## src/rtl/pipe_ctrl_pkg.sv

```systemverilog
// Shared decode definitions for pipe_decode_ctrl: MIPS opcode/funct
// encodings, ALUOp and Jump codes, the ID/EX control bundle, the
// destination-history entry and the instruction decode function.
package pipe_ctrl_pkg;

   // Primary opcodes (instr[31:26])
   localparam logic [5:0] OP_RTYPE = 6'h00;
   localparam logic [5:0] OP_J     = 6'h02;
   localparam logic [5:0] OP_JAL   = 6'h03;
   localparam logic [5:0] OP_BEQ   = 6'h04;
   localparam logic [5:0] OP_BNE   = 6'h05;
   localparam logic [5:0] OP_ADDI  = 6'h08;
   localparam logic [5:0] OP_ADDIU = 6'h09;
   localparam logic [5:0] OP_SLTI  = 6'h0A;
   localparam logic [5:0] OP_ANDI  = 6'h0C;
   localparam logic [5:0] OP_ORI   = 6'h0D;
   localparam logic [5:0] OP_LUI   = 6'h0F;
   localparam logic [5:0] OP_LW    = 6'h23;
   localparam logic [5:0] OP_SW    = 6'h2B;

   // R-type function codes (instr[5:0])
   localparam logic [5:0] F_SLL  = 6'h00;
   localparam logic [5:0] F_SRL  = 6'h02;
   localparam logic [5:0] F_SRA  = 6'h03;
   localparam logic [5:0] F_JR   = 6'h08;
   localparam logic [5:0] F_ADD  = 6'h20;
   localparam logic [5:0] F_ADDU = 6'h21;
   localparam logic [5:0] F_SUB  = 6'h22;
   localparam logic [5:0] F_SUBU = 6'h23;
   localparam logic [5:0] F_AND  = 6'h24;
   localparam logic [5:0] F_OR   = 6'h25;
   localparam logic [5:0] F_NOR  = 6'h27;
   localparam logic [5:0] F_SLT  = 6'h2A;

   typedef enum logic [3:0] {
      ALU_NONE = 4'b0000,
      ALU_ADD  = 4'b0001,
      ALU_SUB  = 4'b0010,
      ALU_AND  = 4'b0011,
      ALU_OR   = 4'b0100,
      ALU_NOR  = 4'b0101,
      ALU_SLT  = 4'b0110,
      ALU_SLL  = 4'b0111,
      ALU_SRL  = 4'b1000,
      ALU_SRA  = 4'b1001,
      ALU_ADDU = 4'b1010,
      ALU_SUBU = 4'b1011,
      ALU_LUI  = 4'b1100
   } alu_op_e;

   typedef enum logic [1:0] {
      JMP_NONE = 2'b00,
      JMP_DIR  = 2'b01,
      JMP_REG  = 2'b10
   } jump_e;

   // The bundle that is registered into the EX slot
   typedef struct packed {
      logic       valid;
      logic       reg_write;
      logic       mem_to_reg;
      logic       mem_read;
      logic       mem_write;
      logic       branch;
      logic       branch_ne;
      logic       reg_dst;
      logic       alu_src;
      alu_op_e    alu_op;
      jump_e      jump;
      logic       link;
      logic [4:0] dest;
   } bundle_t;

   // Decoder result: the bundle plus ID-stage-only hazard information
   typedef struct packed {
      bundle_t bundle;
      logic    uses_rt;
      logic    is_jr;
      logic    illegal;
   } decode_t;

   // One in-flight writer record
   typedef struct packed {
      logic       valid;
      logic       wr;
      logic       ld;
      logic [4:0] rd;
   } hist_t;

   // Decode one instruction; unknown encodings return an all-zero bundle
   // with only the illegal flag raised.
   function automatic decode_t decode_instr(input logic [5:0] opcode,
                                            input logic [5:0] funct,
                                            input logic [4:0] rt,
                                            input logic [4:0] rd);
      decode_t c;
      logic    known;
      c     = '0;
      known = 1'b1;
      case (opcode)
         OP_RTYPE: begin
            c.bundle.reg_write = 1'b1;
            c.bundle.reg_dst   = 1'b1;
            c.uses_rt          = 1'b1;
            case (funct)
               F_SLL: begin
                  c.bundle.alu_op    = ALU_SLL;
                  // sll $0,... is the canonical nop
                  c.bundle.reg_write = (rd != 5'd0);
               end
               F_SRL:  c.bundle.alu_op = ALU_SRL;
               F_SRA:  c.bundle.alu_op = ALU_SRA;
               F_ADD:  c.bundle.alu_op = ALU_ADD;
               F_ADDU: c.bundle.alu_op = ALU_ADDU;
               F_SUB:  c.bundle.alu_op = ALU_SUB;
               F_SUBU: c.bundle.alu_op = ALU_SUBU;
               F_AND:  c.bundle.alu_op = ALU_AND;
               F_OR:   c.bundle.alu_op = ALU_OR;
               F_NOR:  c.bundle.alu_op = ALU_NOR;
               F_SLT:  c.bundle.alu_op = ALU_SLT;
               F_JR: begin
                  c.bundle.reg_write = 1'b0;
                  c.bundle.reg_dst   = 1'b0;
                  c.uses_rt          = 1'b0;
                  c.bundle.jump      = JMP_REG;
                  c.is_jr            = 1'b1;
               end
               default: known = 1'b0;
            endcase
         end
         OP_ADDI, OP_ADDIU, OP_ANDI, OP_ORI, OP_SLTI, OP_LUI: begin
            c.bundle.alu_src   = 1'b1;
            c.bundle.reg_write = 1'b1;
            case (opcode)
               OP_ADDI:  c.bundle.alu_op = ALU_ADD;
               OP_ADDIU: c.bundle.alu_op = ALU_ADDU;
               OP_ANDI:  c.bundle.alu_op = ALU_AND;
               OP_ORI:   c.bundle.alu_op = ALU_OR;
               OP_SLTI:  c.bundle.alu_op = ALU_SLT;
               default:  c.bundle.alu_op = ALU_LUI;
            endcase
         end
         OP_LW: begin
            c.bundle.alu_src    = 1'b1;
            c.bundle.alu_op     = ALU_ADDU;
            c.bundle.mem_read   = 1'b1;
            c.bundle.mem_to_reg = 1'b1;
            c.bundle.reg_write  = 1'b1;
         end
         OP_SW: begin
            c.bundle.alu_src   = 1'b1;
            c.bundle.alu_op    = ALU_ADDU;
            c.bundle.mem_write = 1'b1;
            c.uses_rt          = 1'b1;
         end
         OP_BEQ, OP_BNE: begin
            c.bundle.branch    = 1'b1;
            c.bundle.branch_ne = (opcode == OP_BNE);
            c.bundle.alu_op    = ALU_SUBU;
            c.uses_rt          = 1'b1;
         end
         OP_J: c.bundle.jump = JMP_DIR;
         OP_JAL: begin
            c.bundle.jump      = JMP_DIR;
            c.bundle.link      = 1'b1;
            c.bundle.reg_write = 1'b1;
         end
         default: known = 1'b0;
      endcase

      if (c.bundle.link)
         c.bundle.dest = 5'd31;
      else if (c.bundle.reg_dst)
         c.bundle.dest = rd;
      else
         c.bundle.dest = rt;

      if (known) begin
         c.bundle.valid = 1'b1;
      end else begin
         c         = '0;
         c.illegal = 1'b1;
      end
      return c;
   endfunction

endpackage

```

## src/rtl/dest_hist_shift.sv

```systemverilog
// Shift register of in-flight destination records. Entry 0 is the EX
// stage, higher entries are older. hold freezes every entry; bubble loads
// an invalid record into entry 0 while the rest still shift.
module dest_hist_shift
   import pipe_ctrl_pkg::*;
#(
   parameter int DEPTH = 2
) (
   input  logic                 clk,
   input  logic                 rst_n,
   input  logic                 hold,
   input  logic                 bubble,
   input  hist_t                entry,
   output hist_t [DEPTH-1:0]    hist
);

   hist_t hist_reg [DEPTH];

   genvar gi;
   generate
      for (gi = 0; gi < DEPTH; gi++) begin : g_stage
         if (gi == 0) begin : g_head
            // Head entry: capture the newly decoded record or a bubble
            always_ff @(posedge clk) begin
               if (!rst_n)
                  hist_reg[0] <= '0;
               else if (!hold)
                  hist_reg[0] <= bubble ? '0 : entry;
            end
         end else begin : g_tail
            // Older entries: age by one stage
            always_ff @(posedge clk) begin
               if (!rst_n)
                  hist_reg[gi] <= '0;
               else if (!hold)
                  hist_reg[gi] <= hist_reg[gi-1];
            end
         end
         assign hist[gi] = hist_reg[gi];
      end
   endgenerate

endmodule

```

## src/rtl/pipe_decode_ctrl.sv

```systemverilog
// Registered, hazard-aware MIPS main decoder. Produces the ID/EX control
// bundle one cycle after the instruction, tracks HIST_DEPTH in-flight
// writers, and derives load-use stalls and the jr forwarding select.
// Optional macro PIPE_DECODE_ILLEGAL_TRAP_EN adds illegal_instr/illegal_cnt.
// HIST_DEPTH must lie in 1..4.
module pipe_decode_ctrl
   import pipe_ctrl_pkg::*;
#(
   parameter int HIST_DEPTH = 2,
   parameter int ALUOP_W    = 4,
   parameter int SEL_W      = $clog2(HIST_DEPTH + 1)
) (
   input  logic               clk,
   input  logic               rst_n,
   input  logic               valid_in,
   input  logic [5:0]         opcode,
   input  logic [5:0]         funct,
   input  logic [4:0]         rs,
   input  logic [4:0]         rt,
   input  logic [4:0]         rd,
   input  logic               stall_in,
   input  logic               flush,
   output logic               load_use_stall,
   output logic [SEL_W-1:0]   jr_fwd_sel,
   output logic               valid_out,
   output logic               RegWrite,
   output logic               MemToReg,
   output logic               MemRead,
   output logic               MemWrite,
   output logic               Branch,
   output logic               RegDst,
   output logic               ALUSrc,
   output logic               BranchNe,
   output logic [ALUOP_W-1:0] ALUOp,
   output logic [1:0]         Jump,
   output logic               Link,
`ifdef PIPE_DECODE_ILLEGAL_TRAP_EN
   output logic               illegal_instr,
   output logic [7:0]         illegal_cnt,
`endif
   output logic [4:0]         dest_reg
);

   decode_t                  dec;
   hist_t                    hist_entry;
   hist_t [HIST_DEPTH-1:0]   hist;
   logic  [HIST_DEPTH-1:0]   rs_match;
   logic  [SEL_W-1:0]        jr_sel;
   logic                     bubble;
   bundle_t                  ctrl_reg;
   bundle_t                  ctrl_next;

   // Decode the presented instruction; no valid_in means a bubble
   always_comb begin
      dec = '0;
      if (valid_in)
         dec = decode_instr(opcode, funct, rt, rd);
   end

   // History record for the instruction entering EX; $0 writes are not writers
   always_comb begin
      hist_entry       = '0;
      hist_entry.valid = dec.bundle.valid;
      hist_entry.wr    = dec.bundle.reg_write & (dec.bundle.dest != 5'd0);
      hist_entry.ld    = dec.bundle.mem_read;
      hist_entry.rd    = dec.bundle.dest;
   end

   // Load in EX whose result the ID instruction reads: hold IF/ID one cycle
   always_comb begin
      load_use_stall = valid_in & ~flush & hist[0].valid & hist[0].ld &
                       (hist[0].rd != 5'd0) &
                       ((rs == hist[0].rd) | (dec.uses_rt & (rt == hist[0].rd)));
   end

   assign bubble = flush | load_use_stall;

   dest_hist_shift #(
      .DEPTH (HIST_DEPTH)
   ) u_hist (
      .clk    (clk),
      .rst_n  (rst_n),
      .hold   (stall_in),
      .bubble (bubble),
      .entry  (hist_entry),
      .hist   (hist)
   );

   genvar gi;
   generate
      for (gi = 0; gi < HIST_DEPTH; gi++) begin : g_match
         assign rs_match[gi] = hist[gi].valid & hist[gi].wr & (hist[gi].rd == rs);
      end
   endgenerate

   // jr forwarding: youngest matching writer wins; a load in EX stalls instead
   always_comb begin
      jr_sel = '0;
      if (dec.is_jr && (rs != 5'd0)) begin
         for (int k = HIST_DEPTH - 1; k >= 0; k--) begin
            if (rs_match[k])
               jr_sel = SEL_W'(k + 1);
         end
         if (rs_match[0] && hist[0].ld)
            jr_sel = '0;
      end
   end

   assign jr_fwd_sel = jr_sel;

   // Next EX bundle: freeze on stall_in, bubble on flush/hazard/unknown
   always_comb begin
      ctrl_next = ctrl_reg;
      if (!stall_in) begin
         if (bubble || dec.illegal)
            ctrl_next = '0;
         else
            ctrl_next = dec.bundle;
      end
   end

   // EX-slot control register
   always_ff @(posedge clk) begin
      if (!rst_n)
         ctrl_reg <= '0;
      else
         ctrl_reg <= ctrl_next;
   end

`ifdef PIPE_DECODE_ILLEGAL_TRAP_EN
   logic       illegal_reg;
   logic       illegal_next;
   logic [7:0] illegal_cnt_reg;

   assign illegal_next = valid_in & ~flush & ~stall_in & ~load_use_stall & dec.illegal;

   // One-cycle illegal pulse and saturating occurrence counter
   always_ff @(posedge clk) begin
      if (!rst_n) begin
         illegal_reg     <= 1'b0;
         illegal_cnt_reg <= 8'd0;
      end else begin
         illegal_reg <= illegal_next;
         if (illegal_next && (illegal_cnt_reg != 8'hFF))
            illegal_cnt_reg <= illegal_cnt_reg + 8'd1;
      end
   end

   assign illegal_instr = illegal_reg;
   assign illegal_cnt   = illegal_cnt_reg;
`endif

   assign valid_out = ctrl_reg.valid;
   assign RegWrite  = ctrl_reg.reg_write;
   assign MemToReg  = ctrl_reg.mem_to_reg;
   assign MemRead   = ctrl_reg.mem_read;
   assign MemWrite  = ctrl_reg.mem_write;
   assign Branch    = ctrl_reg.branch;
   assign BranchNe  = ctrl_reg.branch_ne;
   assign RegDst    = ctrl_reg.reg_dst;
   assign ALUSrc    = ctrl_reg.alu_src;
   assign ALUOp     = ALUOP_W'(ctrl_reg.alu_op);
   assign Jump      = ctrl_reg.jump;
   assign Link      = ctrl_reg.link;
   assign dest_reg  = ctrl_reg.dest;

endmodule

```

## config.mk

```make
export PLATFORM = sky130hd
export DESIGN_NAME = pipe_decode_ctrl
export DESIGN_NICKNAME = d
export VERILOG_FILES = /design/src/rtl/pipe_ctrl_pkg.sv /design/src/rtl/dest_hist_shift.sv /design/src/rtl/pipe_decode_ctrl.sv
export SDC_FILE = /design/constraint.sdc
export NUM_CORES = 1
export LEC_CHECK = 0
export CAP_MARGIN = 0
export CORE_MARGIN = 10
export CORE_UTILIZATION = 50
export CTS_BUF_LIST = sky130_fd_sc_hd__clkbuf_8
export CTS_CLUSTER_DIAMETER = 80
export DETAILED_ROUTE_END_ITERATION = 8
export PLACE_DENSITY = 0.82
export SYNTH_ARGS = -nofsm -noshare
export SYNTH_HDL_FRONTEND = slang
export SYNTH_SLANG_ARGS = --single-unit
```

## constraint.sdc

```tcl
create_clock -name clk -period 6.1 [get_ports clk]
set_clock_uncertainty 0.2 [all_clocks]
set_input_delay 0.915 -clock clk [delete_from_list [all_inputs] [get_ports clk]]
set_output_delay 0.915 -clock clk [all_outputs]
set_load 0.01 [all_outputs]
```

==> Flow_metrics.wiki <==
{| class="wikitable"
! Metric !! Value
|-
| Status || complete, no violations
|-
| DP Wirelength || 4630 um
|-
| Library cell appearing most often on the critical path || sky130_fd_sc_hd__clkdlybuf4s50_1
|-
| Minimum setup slack in the final design || about 760 ps
|-
| Post-route ant nets || 0
|-
| # diodes || 0
|-
| Fraction of the yosys area taken by sequential cells || 0.400
|-
| Relative slew margins || 0.315
|-
| Element type at the critical path start || primary input
|-
| Reg2reg end || Link
|-
| Nets || 323
|-
| Final critical-path required period || 5340 ps
|-
| Placement-stage worst setup slack || between 700 and 800 ps
|-
| Wire length of the first global-routing pass || 10000 um
|-
| Area of the mapped netlist || 2120 sq um
|-
| CP bufs+invs || 2
|-
| Post-cts sizing count || 0
|-
| Setup CP Type || primary input to primary output
|-
| Yosys Warn Count || 0
|-
| Initial standard-cell utilization of the core || 0.524
|-
| Startpoint of the worst register-to-register path || u_hist.hist_reg[0][4]
|-
| Average wire per cell in the routed design || roughly 18 um
|-
| Leading area contributor after synthesis || sky130_fd_sc_hd__edfxtp_1
|-
| Most common library cell in the layout ignoring fill and taps || sky130_fd_sc_hd__clkdlybuf4s50_1
|-
| Share of the synthesized area in the top cell type || 0.212
|-
| Syn avg cell area || between 8 and 9 sq um
|-
| Largest net degree at the start of global routing || 22
|-
| Period utilization || 0.875
|-
| Critical path depth in cells || 8
|-
| Overall power of the completed layout || ~0.52 mW
|-
| Distinct cells, synth || 47
|-
| Class of the most critical hold timing path || flop to flop
|-
| FMAX || 187 MHz
|-
| Worst Hold Depth || 2
|-
| Number of buffers inserted to repair setup after CTS || 0
|-
| Top_reg_cell synth || sky130_fd_sc_hd__dfxtp_1
|-
| Initial drt markers || 320
|-
| Detailed-routing iteration count for the pre-antenna-repair pass || 4
|-
| GRT Residual Overflow || 0
|-
| I/O pin count || 56
|-
| Most used cells in the layout excluding fill and tap cells || 55 x sky130_fd_sc_hd__clkdlybuf4s50_1, 28 x sky130_fd_sc_hd__nand2_1, 20 x sky130_fd_sc_hd__dfxtp_1
|-
| Deepest level of the CTS H-tree || 2
|-
| Worst path top cell family by delay || simple AND/OR/NAND/NOR gates
|-
| Overall die height || 85.2 um
|-
| Total number of placement rows || 23
|-
| Number of enable flip-flop cells after synthesis || 15
|-
| Number of maximum-capacitance violations || 0
|-
| Clock transition at the registers of the reported paths || 70 ps
|-
| Final Wtd Congestion || 0.856
|-
| Maximum vdd drop || between 0.15 and 0.2 mV
|-
| Number of buffers inserted during clock tree synthesis || 5
|-
| Top fanout value on the critical path || 11
|-
| Number of flip-flops under the largest register name || 15
|-
| CP max stage cell || sky130_fd_sc_hd__or4_1
|-
| Endpoint with the worst hold slack || valid_out
|-
| Asr flop ratio synth || 0
|-
| Core area || slightly above 4000 sq um
|-
| Filler-free cell count of the finished design || 342
|-
| Fraction of layout cells with a size suffix above 1 || 0.0685
|-
| Leakage || between 0.9 and 1 nW
|-
| Number of global-route vias before repair || between 2000 and 2500
|-
| Summed negative setup slack over all endpoints || 0 ps
|-
| Gate count of the mapped netlist || 243
|-
| Drc violations || 0
|-
| Power density normalized to cell area || 188 nW/um^2
|-
| Depth of the most critical reg-to-reg path || 6
|-
| Actual transition at the worst max-transition pin || around 1000 ps
|-
| CTS Hold Buffers Added || 0
|-
| Number of max-slew violations in the final report || 0
|-
| Critical Path RT || around 5000 ps
|-
| Port bufs || 55
|-
| Total via count in the routed design || 2028
|-
| Worst endpoint data arrival time || 4220 ps
|-
| Start point of the worst min-delay path || valid_out
|-
| Die area || between 7000 and 8000 sq um
|-
| Final Hold Viols || 0
|-
| Cells after DPL || between 300 and 400
|-
| Final setup violation count || 0
|-
| Clk buf depth || 2
|-
| Synth-to-Final Area Change || 29.7%
|-
| Root Buffer Master || sky130_fd_sc_hd__clkbuf_8
|-
| Chip Width || ~85 um
|-
| Number of synthesized register bits || 35
|-
| All-layer global routing usage || 0.165
|-
| CTS tree || done
|-
| Nets in the synthesized netlist || 275
|-
| Kind of end point of the critical path || primary output
|-
| Worst reg-to-reg setup slack || 3470 ps
|-
| Cell types with the largest area share after synthesis || sky130_fd_sc_hd__edfxtp_1 21%, sky130_fd_sc_hd__dfxtp_1 19%, sky130_fd_sc_hd__nand2_1 4.9%
|-
| Cells along the critical path || clkdlybuf4s50_1 > or3_1 > or4_1 > a2111oi_4 > nor2_1 > a211o_1 > nor3_2 > clkdlybuf4s50_1
|-
| Via density per instance || 5.93
|-
| Initial antenna violation count || 0
|-
| Largest incremental delay on the critical path || between 500 and 600 ps
|-
| Sinks on the clock net || 35
|-
| DRT Wirelength || 6020 um
|-
| Unrepaired setup endpoints after global routing || no
|-
| Clock latency at the later pin of the worst-skew pair || 290 ps
|}
-- kinds of logic after synthesis --
kind of cell              after synthesis  share of synthesized area
AOI/OAI and AO/OA                      62                      0.210
DFF                                    35                      0.400
and+or+nand+nor                       103                      0.259
muxes                                   2                    0.00942
xor gates and xnor gates               15                     0.0618
buffers and inverters                  26                     0.0595
-- tightest hold or removal path, delay by kind of cell (launching register included) --
kind             cells  cell delay (ps)
DFF                  1              310
and+or+nand+nor      2               90
-- how the worst max path moves through the flow --
stage,from,slack (ps),end
5_1_grt,opcode[5],560,jr_fwd_sel[0]
6_report,opcode[5],760,jr_fwd_sel[0]
3_5_place_dp,opcode[5],760,jr_fwd_sel[0]
4_1_cts,opcode[5],760,jr_fwd_sel[0]
3_3_place_gp,opcode[5],870,jr_fwd_sel[0]
2_1_floorplan,opcode[1],2160,jr_fwd_sel[0]
-- where the power goes --
group / total [mW] / internal, mW / switching (mW)
clock: 0.184 / 0.101 / 0.0827
combinational: 0.0796 / 0.0371 / 0.0425
sequential: 0.255 / 0.250 / 0.00484
-- layer usage --
layer  track usage  vias up  share of wire
met2         0.262       93           0.47
met1         0.200      937           0.41
met5             0        -              0
met4        0.0524        0          0.016
met3        0.0660       11           0.11
li1              -      987              -
-- stage by stage --
| step | hold WS (ps) | area [sq um] | util |
|---|---|---|---|
| 6_report | 245 | 2760 | 0.679 |
| 4_1_cts | 251 | 2760 | 0.679 |
| 3_3_place_gp | 231 | 2660 | 0.655 |
| 3_5_place_dp | 234 | 2660 | 0.655 |
| 2_1_floorplan | 267 | 2120 | - |
| 5_1_grt | 267 | 2760 | 0.679 |
-- final cells by class --
type	instances	area (sq um)
fillers	335	1300
well taps	50	62.6
repair buffers	55	551
clock buffers	7	96.3
clock inverters	1	3.75
multi-input cells	182	1150
flip-flops and latches	35	851
inverters	12	45.0
-- synthesized netlist by cell type, types with 4 or more instances --
cell / instances
sky130_fd_sc_hd__a21oi_1: 7
sky130_fd_sc_hd__and2_1: 8
sky130_fd_sc_hd__clkbuf_1: 8
sky130_fd_sc_hd__dfxtp_1: 20
sky130_fd_sc_hd__edfxtp_1: 15
sky130_fd_sc_hd__inv_1: 12
sky130_fd_sc_hd__nand2_1: 28
sky130_fd_sc_hd__nand2b_1: 5
sky130_fd_sc_hd__nand3_1: 7
sky130_fd_sc_hd__nor2_1: 9
sky130_fd_sc_hd__nor2b_1: 4
sky130_fd_sc_hd__nor3_1: 9
sky130_fd_sc_hd__nor4_1: 9
sky130_fd_sc_hd__o21ai_0: 16
sky130_fd_sc_hd__o21ai_1: 6
sky130_fd_sc_hd__o21ai_2: 4
sky130_fd_sc_hd__o31ai_1: 5
sky130_fd_sc_hd__or3_1: 8
sky130_fd_sc_hd__or4_1: 6
sky130_fd_sc_hd__xnor2_1: 8
sky130_fd_sc_hd__xor2_1: 7
(Power assumes the default switching activity.)
